===== src/rtl/mms_seq_ctrl.sv =====
// mms_seq_ctrl: sequencing controller for a serial max/min selector.
// A frame of N unsigned operands arrives one per accepted beat. A single
// compare stage folds each operand into a running best value. The frame
// max (select=1) or min (select=0) is then offered on an output handshake.
// Optional feature: define MMS_SEQ_INDEX_EN to add result_idx, the
// zero-based beat index of the winning operand.
module mms_seq_ctrl #(
  parameter int unsigned DATA_W = 8,
  parameter int unsigned N      = 4
) (
  input  logic              clk,
  input  logic              reset,
  input  logic              start,
  input  logic              select,
  input  logic              abort,
  input  logic              in_valid,
  output logic              in_ready,
  input  logic [DATA_W-1:0] in_data,
  output logic              out_valid,
  input  logic              out_ready,
  output logic [DATA_W-1:0] result,
  output logic              busy
`ifdef MMS_SEQ_INDEX_EN
  ,
  output logic [7:0]        result_idx
`endif
);

  typedef enum logic [1:0] {
    IDLE = 2'd0,
    ACC  = 2'd1,
    DONE = 2'd2
  } state_t;

  // Beat counter value at which the accepted beat is the last of the frame.
  localparam logic [7:0] LAST = 8'(N - 1);

  state_t            state;
  state_t            state_next;
  logic [DATA_W-1:0] acc;
  logic [7:0]        cnt;
  logic              sel_q;
  logic              beat;
  logic              beat_last;
  logic              better;

`ifdef MMS_SEQ_INDEX_EN
  logic [7:0]        idx_q;
`endif

  // Outputs are pure decodes of registered state, so there is no input-to-output path.
  always_comb begin
    in_ready  = (state == ACC);
    out_valid = (state == DONE);
    busy      = (state != IDLE);
    result    = acc;
  end

`ifdef MMS_SEQ_INDEX_EN
  assign result_idx = idx_q;
`endif

  // Beat qualification and the shared compare stage. Strict compare keeps ties on the earlier beat.
  always_comb begin
    beat      = in_valid && (state == ACC);
    beat_last = beat && (cnt == LAST);
    better    = sel_q ? (in_data > acc) : (in_data < acc);
  end

  // State register.
  always_ff @(posedge clk) begin
    if (reset) begin
      state <= IDLE;
    end else begin
      state <= state_next;
    end
  end

  // Next-state decode. abort outranks beat acceptance and the output handshake.
  always_comb begin
    state_next = state;
    unique case (state)
      IDLE: begin
        if (start) begin
          state_next = ACC;
        end
      end
      ACC: begin
        if (abort) begin
          state_next = IDLE;
        end else if (beat_last) begin
          state_next = DONE;
        end
      end
      DONE: begin
        if (abort || out_ready) begin
          state_next = IDLE;
        end
      end
      default: state_next = IDLE;
    endcase
  end

  // Datapath: mode capture at start, accumulate on accepted beats, clear count on abort.
  always_ff @(posedge clk) begin
    if (reset) begin
      acc   <= '0;
      cnt   <= '0;
      sel_q <= 1'b0;
`ifdef MMS_SEQ_INDEX_EN
      idx_q <= '0;
`endif
    end else begin
      unique case (state)
        IDLE: begin
          if (start) begin
            sel_q <= select;
            cnt   <= '0;
          end
        end
        ACC: begin
          if (abort) begin
            cnt <= '0;
          end else if (beat) begin
            if ((cnt == 8'd0) || better) begin
              acc <= in_data;
`ifdef MMS_SEQ_INDEX_EN
              idx_q <= cnt;
`endif
            end
            cnt <= cnt + 8'd1;
          end
        end
        DONE: begin
          if (abort) begin
            cnt <= '0;
          end
        end
        default: begin
          cnt <= '0;
        end
      endcase
    end
  end

endmodule


===== config.mk =====
export PLATFORM = sky130hd
export DESIGN_NAME = mms_seq_ctrl
export DESIGN_NICKNAME = d
export VERILOG_FILES = /design/src/rtl/mms_seq_ctrl.sv
export SDC_FILE = /design/constraint.sdc
export NUM_CORES = 1
export LEC_CHECK = 0
export ABC_AREA = 1
export CORE_MARGIN = 1.5
export CORE_UTILIZATION = 50
export DETAILED_ROUTE_END_ITERATION = 10
export PLACE_DENSITY = 0.76
export REMOVE_ABC_BUFFERS = 1
export SETUP_SLACK_MARGIN = 0.3
export SYNTH_ARGS = -nofsm -noshare
export SYNTH_HDL_FRONTEND = slang
export SYNTH_SLANG_ARGS = --single-unit

===== constraint.sdc =====
create_clock -name clk -period 1.9 [get_ports clk]
set_input_delay 0.38 -clock clk [delete_from_list [all_inputs] [get_ports clk]]
set_output_delay 0.38 -clock clk [all_outputs]
set_load 0.01 [all_outputs]

==> tab_implementation.tex, run 1 <==
\begin{tabular}{lr}
\hline
Metric & Value \\
\hline
\multicolumn{2}{l}{\textbf{Global route}} \\
\quad Vias in the first global route & 1120 \\
\quad Fraction of met3 tracks used by global routing & 3.95\% \\
\quad Global Route met1 Usage & 28.9\% \\
\quad Total gr overflow & 0 \\
\quad Antenna violations before repair & 0 \\
\quad Global-route wire length before repair & just under 5000 µm \\
\quad Fraction of met2 tracks used by global routing & between 40\% and 50\% \\
\quad Global route hottest layer & met2 \\
\quad Global routing usage summed across all routing layers & about a quarter \\
\quad Pin count of the biggest net entering global routing & 17 \\
\multicolumn{2}{l}{\textbf{Die}} \\
\quad Core Rows & 17 \\
\quad Vertical extent of the die & 52.9 µm \\
\quad Die area & $\sim$2800 µm² \\
\quad Initial core utilization & 54.6\% \\
\quad Count of pins on the block boundary & 26 \\
\quad Horizontal extent of the die & 52.9 µm \\
\quad Placeable core region & 2280 µm² \\
\multicolumn{2}{l}{\textbf{Routing}} \\
\quad Count of routing violations after the opening detailed-route iteration & 28 \\
\quad ANT nets after route & 0 \\
\quad Total number of vias & 1242 \\
\quad Post-route DRC violation count & 0 \\
\quad Final wirelength & 3170 µm \\
\quad Via density & 5.09 \\
\quad Detail-routed net length per standard cell & 13.0 µm \\
\quad Count of TritonRoute iterations in the first routing pass & 4 \\
\multicolumn{2}{l}{\textbf{Clock tree}} \\
\quad Worst skew pair latency & 0.31 ns \\
\quad Hold buffer count at CTS & 0 \\
\quad Longest Clk Path Bufs & 2 \\
\quad Total CTS buffers & 3 \\
\quad Register clock-pin slew on the reported worst setup and hold paths & between 0.1 and 0.15 ns \\
\quad CTS tree & yes \\
\quad Clock root cell & sky130\_fd\_sc\_hd\_\_clkbuf\_4 \\
\quad Sinks on Clock Net & 19 \\
\quad CTS H-tree lvls & 1 \\
\multicolumn{2}{l}{\textbf{Placed design}} \\
\quad Post-DP HPWL & just under 2000 µm \\
\quad Instance area after placement & 1530 µm² \\
\quad Cells after DPL & 232 \\
\quad \# port buffers & 25 \\
\quad Placer Congestion & 0.892 \\
\multicolumn{2}{l}{\textbf{Synthesis}} \\
\quad Average cell area after synthesis & around 7 µm² \\
\quad Count of flip-flops with a built-in enable after synthesis & 0 \\
\quad Cell variety after synth & 27 \\
\quad Number of warnings reported in the yosys synthesis log & 0 \\
\quad Post-synthesis instance area & between 1000 and 1500 µm² \\
\quad Register bit count reported by yosys & 19 \\
\quad Main synth FF type & sky130\_fd\_sc\_hd\_\_dfxtp\_1 \\
\quad Sequential fraction of the synthesis area & 30.6\% \\
\quad Post-Synthesis Cells & 179 \\
\quad Post-synthesis async set-or-reset flop share & 0\% \\
\multicolumn{2}{l}{\textbf{Final layout}} \\
\quad Leading cell type in the layout, fill and taps excluded & sky130\_fd\_sc\_hd\_\_inv\_1 \\
\quad Synthesis-to-layout area growth & 43.9\% \\
\quad Top library cells by usage in the layout, fill and taps aside & sky130\_fd\_sc\_hd\_\_inv\_1 (32), sky130\_fd\_sc\_hd\_\_nand2\_1 (27), sky130\_fd\_sc\_hd\_\_nor2\_1 (18) \\
\quad Final instance count without filler cells & 244 \\
\quad Design Area, Final & 1790 µm² \\
\quad Layout cell share with drive strength beyond 1 & 33.3\% \\
\quad Util after Layout & 78.6\% \\
\quad Final net count & 242 \\
\quad Number of fillers in the final layout & 181 \\
\quad Diodes inserted & 0 \\
\multicolumn{2}{l}{\textbf{Timing}} \\
\quad Clock skew & roughly 0.006 ns \\
\quad Transition at the pin with the smallest max-transition slack & between 0.3 and 0.4 ns \\
\quad Number of hold violations in the final report & 0 \\
\quad Minimum clock period & 1.68 ns \\
\quad FMAX & 0.594 GHz \\
\quad Max-slew violation count & 0 \\
\quad RSZ-0062 raised after global routing & yes \\
\quad Slew HR & 79.5\% \\
\quad Final setup violation count & 0 \\
\quad Share of the clock period used by the worst path & 88.7\% \\
\multicolumn{2}{l}{\textbf{Power}} \\
\quad Power density of the placed cells & 494 nW/µm² \\
\quad Final Power & 0.883 mW \\
\quad Total leakage power & 0.866 nW \\
\quad Worst VDD drop & around 420 µV \\
\multicolumn{2}{l}{\textbf{Worst setup path}} \\
\quad Crit path buffers/inverters & 1 \\
\quad Critical Path Slowest Stage Cell & sky130\_fd\_sc\_hd\_\_dfxtp\_1 \\
\quad Biggest cell delay along the critical path & approximately 0.38 ns \\
\quad WP data arrival & 1.93 ns \\
\quad CP dominant cell by count & sky130\_fd\_sc\_hd\_\_nand2\_1 \\
\quad Worst path cell trace & inv\_1 > ha\_2 > nand2\_1 > nor2\_2 > a21oi\_1 > nand2\_2 > nand3\_4 > nand3\_2 > nand2\_1 > nor2\_1 \\
\quad Kind of launch point of the worst setup path & flip-flop \\
\quad Critical setup path kind & flip-flop to flip-flop \\
\quad Worst EP required & approximately 2.1 ns \\
\quad Family of cells with the greatest summed delay on the critical path & simple AND/OR/NAND/NOR gates \\
\quad Worst Setup End Kind & flip-flop \\
\quad Crit-path max FO & 8 \\
\multicolumn{2}{l}{\textbf{Flow run}} \\
\quad Max-cap violations & 0 \\
\multicolumn{2}{l}{\textbf{Worst hold path}} \\
\quad Kind of path behind the tightest hold check & primary input to flip-flop \\
\multicolumn{2}{l}{\textbf{Outcome}} \\
\quad Run status & finished clean \\
\hline
\end{tabular}
stage by stage:
step | hold slack [ns] | setup TNS [ns] | setup WS (ns)
5_1_grt | 0.481 | 0 | 0.159
4_1_cts | 0.490 | 0 | 0.261
2_1_floorplan | 0.449 | 0 | 0.313
3_3_place_gp | 0.470 | -1.70 | -0.219
3_5_place_dp | 0.473 | -2.08 | -0.268
6_report | 0.461 | 0 | 0.215
state kept, by name, summed over array words and instances, names as in the netlist:
name,cells
state,2
result,8
sel_q,1
cnt,8
final timing paths:
kind,start,endpoint,slack (ns),cells past startpoint
worst min-delay path,abort,state[1],0.46,4
worst min register to register,cnt[4],cnt[4],0.49,2
worst max-delay path,result[4],result[0],0.22,10
worst max register to register,result[4],result[0],0.22,10
area by class of cell:
cell class	count	area (µm²)	share of cell area [%]
inverters	40	150	8.40
repair buffers	35	329	18.4
multi-input cells	118	856	47.9
flip-flops and latches	19	392	21.9
clock buffers	4	26.3	1.47
well taps	28	35.0	1.96
power by group:
part,internal [mW],switching (mW)
logic,0.111,0.133
registers,0.412,0.0108
clock network,0.0820,0.134
total,0.605,0.278
kinds of logic (layout without fill, tap and decap cells):
family	after synthesis	count (layout)	share of synthesized area, %
flip-flops	19	19	30.6
buffers and inverters	43	79	14.6
XOR/XNOR	2	2	1.41
adder cells (fa/ha/maj)	10	10	10.1
AO/OA/AOI/OAI	26	26	12.1
AND/OR/NAND/NOR	79	80	31.2
worst register-to-register path: stages, from the launching register on:
cell	delay (ns)
sky130_fd_sc_hd__dfxtp_1	0.38
sky130_fd_sc_hd__inv_1	0.06
sky130_fd_sc_hd__ha_2	0.31
sky130_fd_sc_hd__nand2_1	0.07
sky130_fd_sc_hd__nor2_2	0.14
sky130_fd_sc_hd__a21oi_1	0.10
sky130_fd_sc_hd__nand2_2	0.12
sky130_fd_sc_hd__nand3_4	0.15
sky130_fd_sc_hd__nand3_2	0.10
sky130_fd_sc_hd__nand2_1	0.08
sky130_fd_sc_hd__nor2_1	0.13
cells in the mapped netlist (2+ instances only):
| library cell | count | share of area (%) |
|---|---|---|
| sky130_fd_sc_hd__nand2_2 | 2 | 1.0 |
| sky130_fd_sc_hd__dfxtp_1 | 19 | 31 |
| sky130_fd_sc_hd__o21ai_0 | 3 | 1.2 |
| sky130_fd_sc_hd__inv_2 | 2 | 0.60 |
| sky130_fd_sc_hd__nor2_4 | 3 | 2.7 |
| sky130_fd_sc_hd__a21oi_1 | 18 | 7.3 |
| sky130_fd_sc_hd__nand2_1 | 31 | 9.4 |
| sky130_fd_sc_hd__inv_1 | 38 | 11 |
| sky130_fd_sc_hd__nor2_1 | 23 | 6.9 |
| sky130_fd_sc_hd__ha_1 | 10 | 10 |
| sky130_fd_sc_hd__nand4_1 | 2 | 1.0 |
| sky130_fd_sc_hd__nand3_1 | 13 | 5.2 |
layer usage:
metal | vias up | part of all wire, %
li1 | 638 | -
met1 | 565 | 46
met2 | 32 | 49
met3 | 7 | 3.4
met4 | 0 | 2.1
met5 | - | 0
timing repair:
item,in CTS,in global routing
setup buffers,4,3
pin swaps,21,14
gates cloned,1,0
setup endpoints to repair,18,15
gates resized for setup,55,13
Note: power is estimated with default switching activity, not from simulation.
==> run 2, diff against run 1 <==
--- a/config.mk
+++ b/config.mk
@@ -10,6 +10,7 @@
 export CORE_UTILIZATION = 50
 export DETAILED_ROUTE_END_ITERATION = 10
 export PLACE_DENSITY = 0.76
+export RECOVER_POWER = 25
 export REMOVE_ABC_BUFFERS = 1
 export SETUP_SLACK_MARGIN = 0.3
 export SYNTH_ARGS = -nofsm -noshare
==> tab_implementation.tex, run 2 (synthesis results as in run 1) <==
\begin{tabular}{lr}
\hline
Metric & Value \\
\hline
\multicolumn{2}{l}{\textbf{Die}} \\
\quad Placeable core region & roughly 2300 µm² \\
\quad Initial core utilization & 54.6\% \\
\quad Core Rows & 17 \\
\quad Horizontal extent of the die & 52.9 µm \\
\quad Die area & 2790 µm² \\
\quad Vertical extent of the die & between 50 and 60 µm \\
\quad Count of pins on the block boundary & 26 \\
\multicolumn{2}{l}{\textbf{Power}} \\
\quad Final Power & 0.882 mW \\
\quad Power density of the placed cells & 498 nW/µm² \\
\quad Worst VDD drop & 421 µV \\
\quad Total leakage power & between 0.8 and 0.9 nW \\
\multicolumn{2}{l}{\textbf{Worst setup path}} \\
\quad Worst Setup End Kind & flip-flop \\
\quad Kind of launch point of the worst setup path & flip-flop \\
\quad Launch instance of the worst register-to-register path & result[4] \\
\quad Reg2reg setup slack & between 0.15 and 0.2 ns \\
\quad WP data arrival & between 1.5 and 2 ns \\
\quad Worst reg2reg path depth & 10 \\
\quad Worst EP required & approximately 2.1 ns \\
\quad Critical setup path kind & flip-flop to flip-flop \\
\quad Reg2Reg Capture Point & result[0] \\
\quad Crit-path max FO & 8 \\
\multicolumn{2}{l}{\textbf{Final layout}} \\
\quad Layout cell share with drive strength beyond 1 & 32.4\% \\
\quad Synthesis-to-layout area growth & 42.5\% \\
\quad Top library cells by usage in the layout, fill and taps aside & sky130\_fd\_sc\_hd\_\_inv\_1 (32), sky130\_fd\_sc\_hd\_\_nand2\_1 (27), sky130\_fd\_sc\_hd\_\_nor2\_1 (18) \\
\quad Diodes inserted & 0 \\
\quad Final instance count without filler cells & 244 \\
\quad Final net count & between 200 and 250 \\
\quad Leading cell type in the layout, fill and taps excluded & sky130\_fd\_sc\_hd\_\_inv\_1 \\
\quad Util after Layout & between 70 and 80\% \\
\multicolumn{2}{l}{\textbf{Timing}} \\
\quad Clock skew & 0.00615 ns \\
\quad Final setup violation count & 0 \\
\quad Worst slack on hold paths & 0.461 ns \\
\quad Setup TNS & 0 ns \\
\quad Max-slew violation count & 0 \\
\quad Transition at the pin with the smallest max-transition slack & 0.501 ns \\
\quad Minimum clock period & 1.71 ns \\
\quad Share of the clock period used by the worst path & 89.8\% \\
\quad RSZ-0062 raised after global routing & yes \\
\quad Number of hold violations in the final report & 0 \\
\quad FMAX & 0.586 GHz \\
\quad Slew HR & 66.6\% \\
\multicolumn{2}{l}{\textbf{Placed design}} \\
\quad Post-DP HPWL & around 2000 µm \\
\quad Placer Congestion & roughly 0.9 \\
\quad Cells after DPL & 232 \\
\quad \# port buffers & 25 \\
\multicolumn{2}{l}{\textbf{Global route}} \\
\quad Total gr overflow & 0 \\
\quad Global routing usage summed across all routing layers & 23.7\% \\
\quad Pin count of the biggest net entering global routing & 17 \\
\quad Antenna violations before repair & 0 \\
\quad Global-route wire length before repair & slightly below 5000 µm \\
\quad Vias in the first global route & 1120 \\
\multicolumn{2}{l}{\textbf{Clock tree}} \\
\quad Clock root cell & sky130\_fd\_sc\_hd\_\_clkbuf\_4 \\
\quad CTS H-tree lvls & 1 \\
\quad Worst skew pair latency & 0.31 ns \\
\quad Sinks on Clock Net & 19 \\
\quad CTS tree & yes \\
\quad Register clock-pin slew on the reported worst setup and hold paths & 0.12 ns \\
\quad Total CTS buffers & 3 \\
\quad Longest Clk Path Bufs & 2 \\
\multicolumn{2}{l}{\textbf{Routing}} \\
\quad Post-route DRC violation count & 0 \\
\quad Final wirelength & 3140 µm \\
\quad Count of routing violations after the opening detailed-route iteration & 29 \\
\quad Detail-routed net length per standard cell & 12.9 µm \\
\quad Via density & 5.09 \\
\quad Total number of vias & 1243 \\
\quad ANT nets after route & 0 \\
\quad Count of TritonRoute iterations in the first routing pass & 4 \\
\multicolumn{2}{l}{\textbf{Worst hold path}} \\
\quad Endpoint of the worst hold-timing path & state[1] \\
\quad Worst hold path cell count & 4 \\
\quad Kind of path behind the tightest hold check & primary input to flip-flop \\
\quad Origin of the worst min-delay path & abort \\
\multicolumn{2}{l}{\textbf{Flow run}} \\
\quad Max-cap violations & 0 \\
\multicolumn{2}{l}{\textbf{Outcome}} \\
\quad Run status & finished clean \\
\hline
\end{tabular}
==> run 2: where the power goes <==
group / internal (mW) / switching, mW
clock: 0.0820 / 0.135
combinational: 0.110 / 0.133
sequential: 0.412 / 0.0110
total: 0.604 / 0.278
==> run 2: critical path, cell delays in order (launching register included) <==
cell and delay (ns):
sky130_fd_sc_hd__dfxtp_1 0.38, sky130_fd_sc_hd__inv_1 0.06, sky130_fd_sc_hd__ha_2 0.31, sky130_fd_sc_hd__nand2_1 0.07, sky130_fd_sc_hd__nor2_2 0.14, sky130_fd_sc_hd__a21oi_1 0.10
sky130_fd_sc_hd__nand2_2 0.12, sky130_fd_sc_hd__nand3_4 0.15, sky130_fd_sc_hd__nand3_2 0.09, sky130_fd_sc_hd__nand2_1 0.08, sky130_fd_sc_hd__nor2_1 0.14
==> run 2: repair_timing <==
action,4_1_cts,5_1_grt
setup buffers,4,3
gates cloned,1,0
resized for setup,55,13
hold buffers,0,0
setup endpoints to repair,18,15
pin swaps,21,14
==> run 2: worst max path at each step <==
stage	start	slack, ns	end
finish	result[4]	0.19	result[0]
global route	cnt[7]	0.13	result[0]
CTS	result[6]	0.26	result[3]
detailed placement	in_data[5]	-0.27	result[3]
global placement	in_data[5]	-0.22	result[2]
floorplan	result[7]	0.31	result[0]
==> run 2: cell type report <==
type | count | area, µm²
clock buffer | 4 | 26.3
sequential | 19 | 392
inverter | 40 | 150
multi-input combinational | 118 | 850
timing repair buffer | 35 | 318
tap | 28 | 35.0
fill | 187 | 505
==> run 2: routing by layer <==
metal	vias up	wire length, µm	track usage [%]
li1	642	-	-
met1	558	1430	28.9
met2	36	1530	40.8
met3	7	124	3.95
met4	0	64	9.83
met5	-	0	0
==> run 2: stage by stage <==
stage	worst slack [ns]	cell area (µm²)
global placement	-0.219	1530
CTS	0.261	1730
floorplan	0.313	1210
global route	0.130	1770
finish	0.193	1770
detailed placement	-0.268	1530
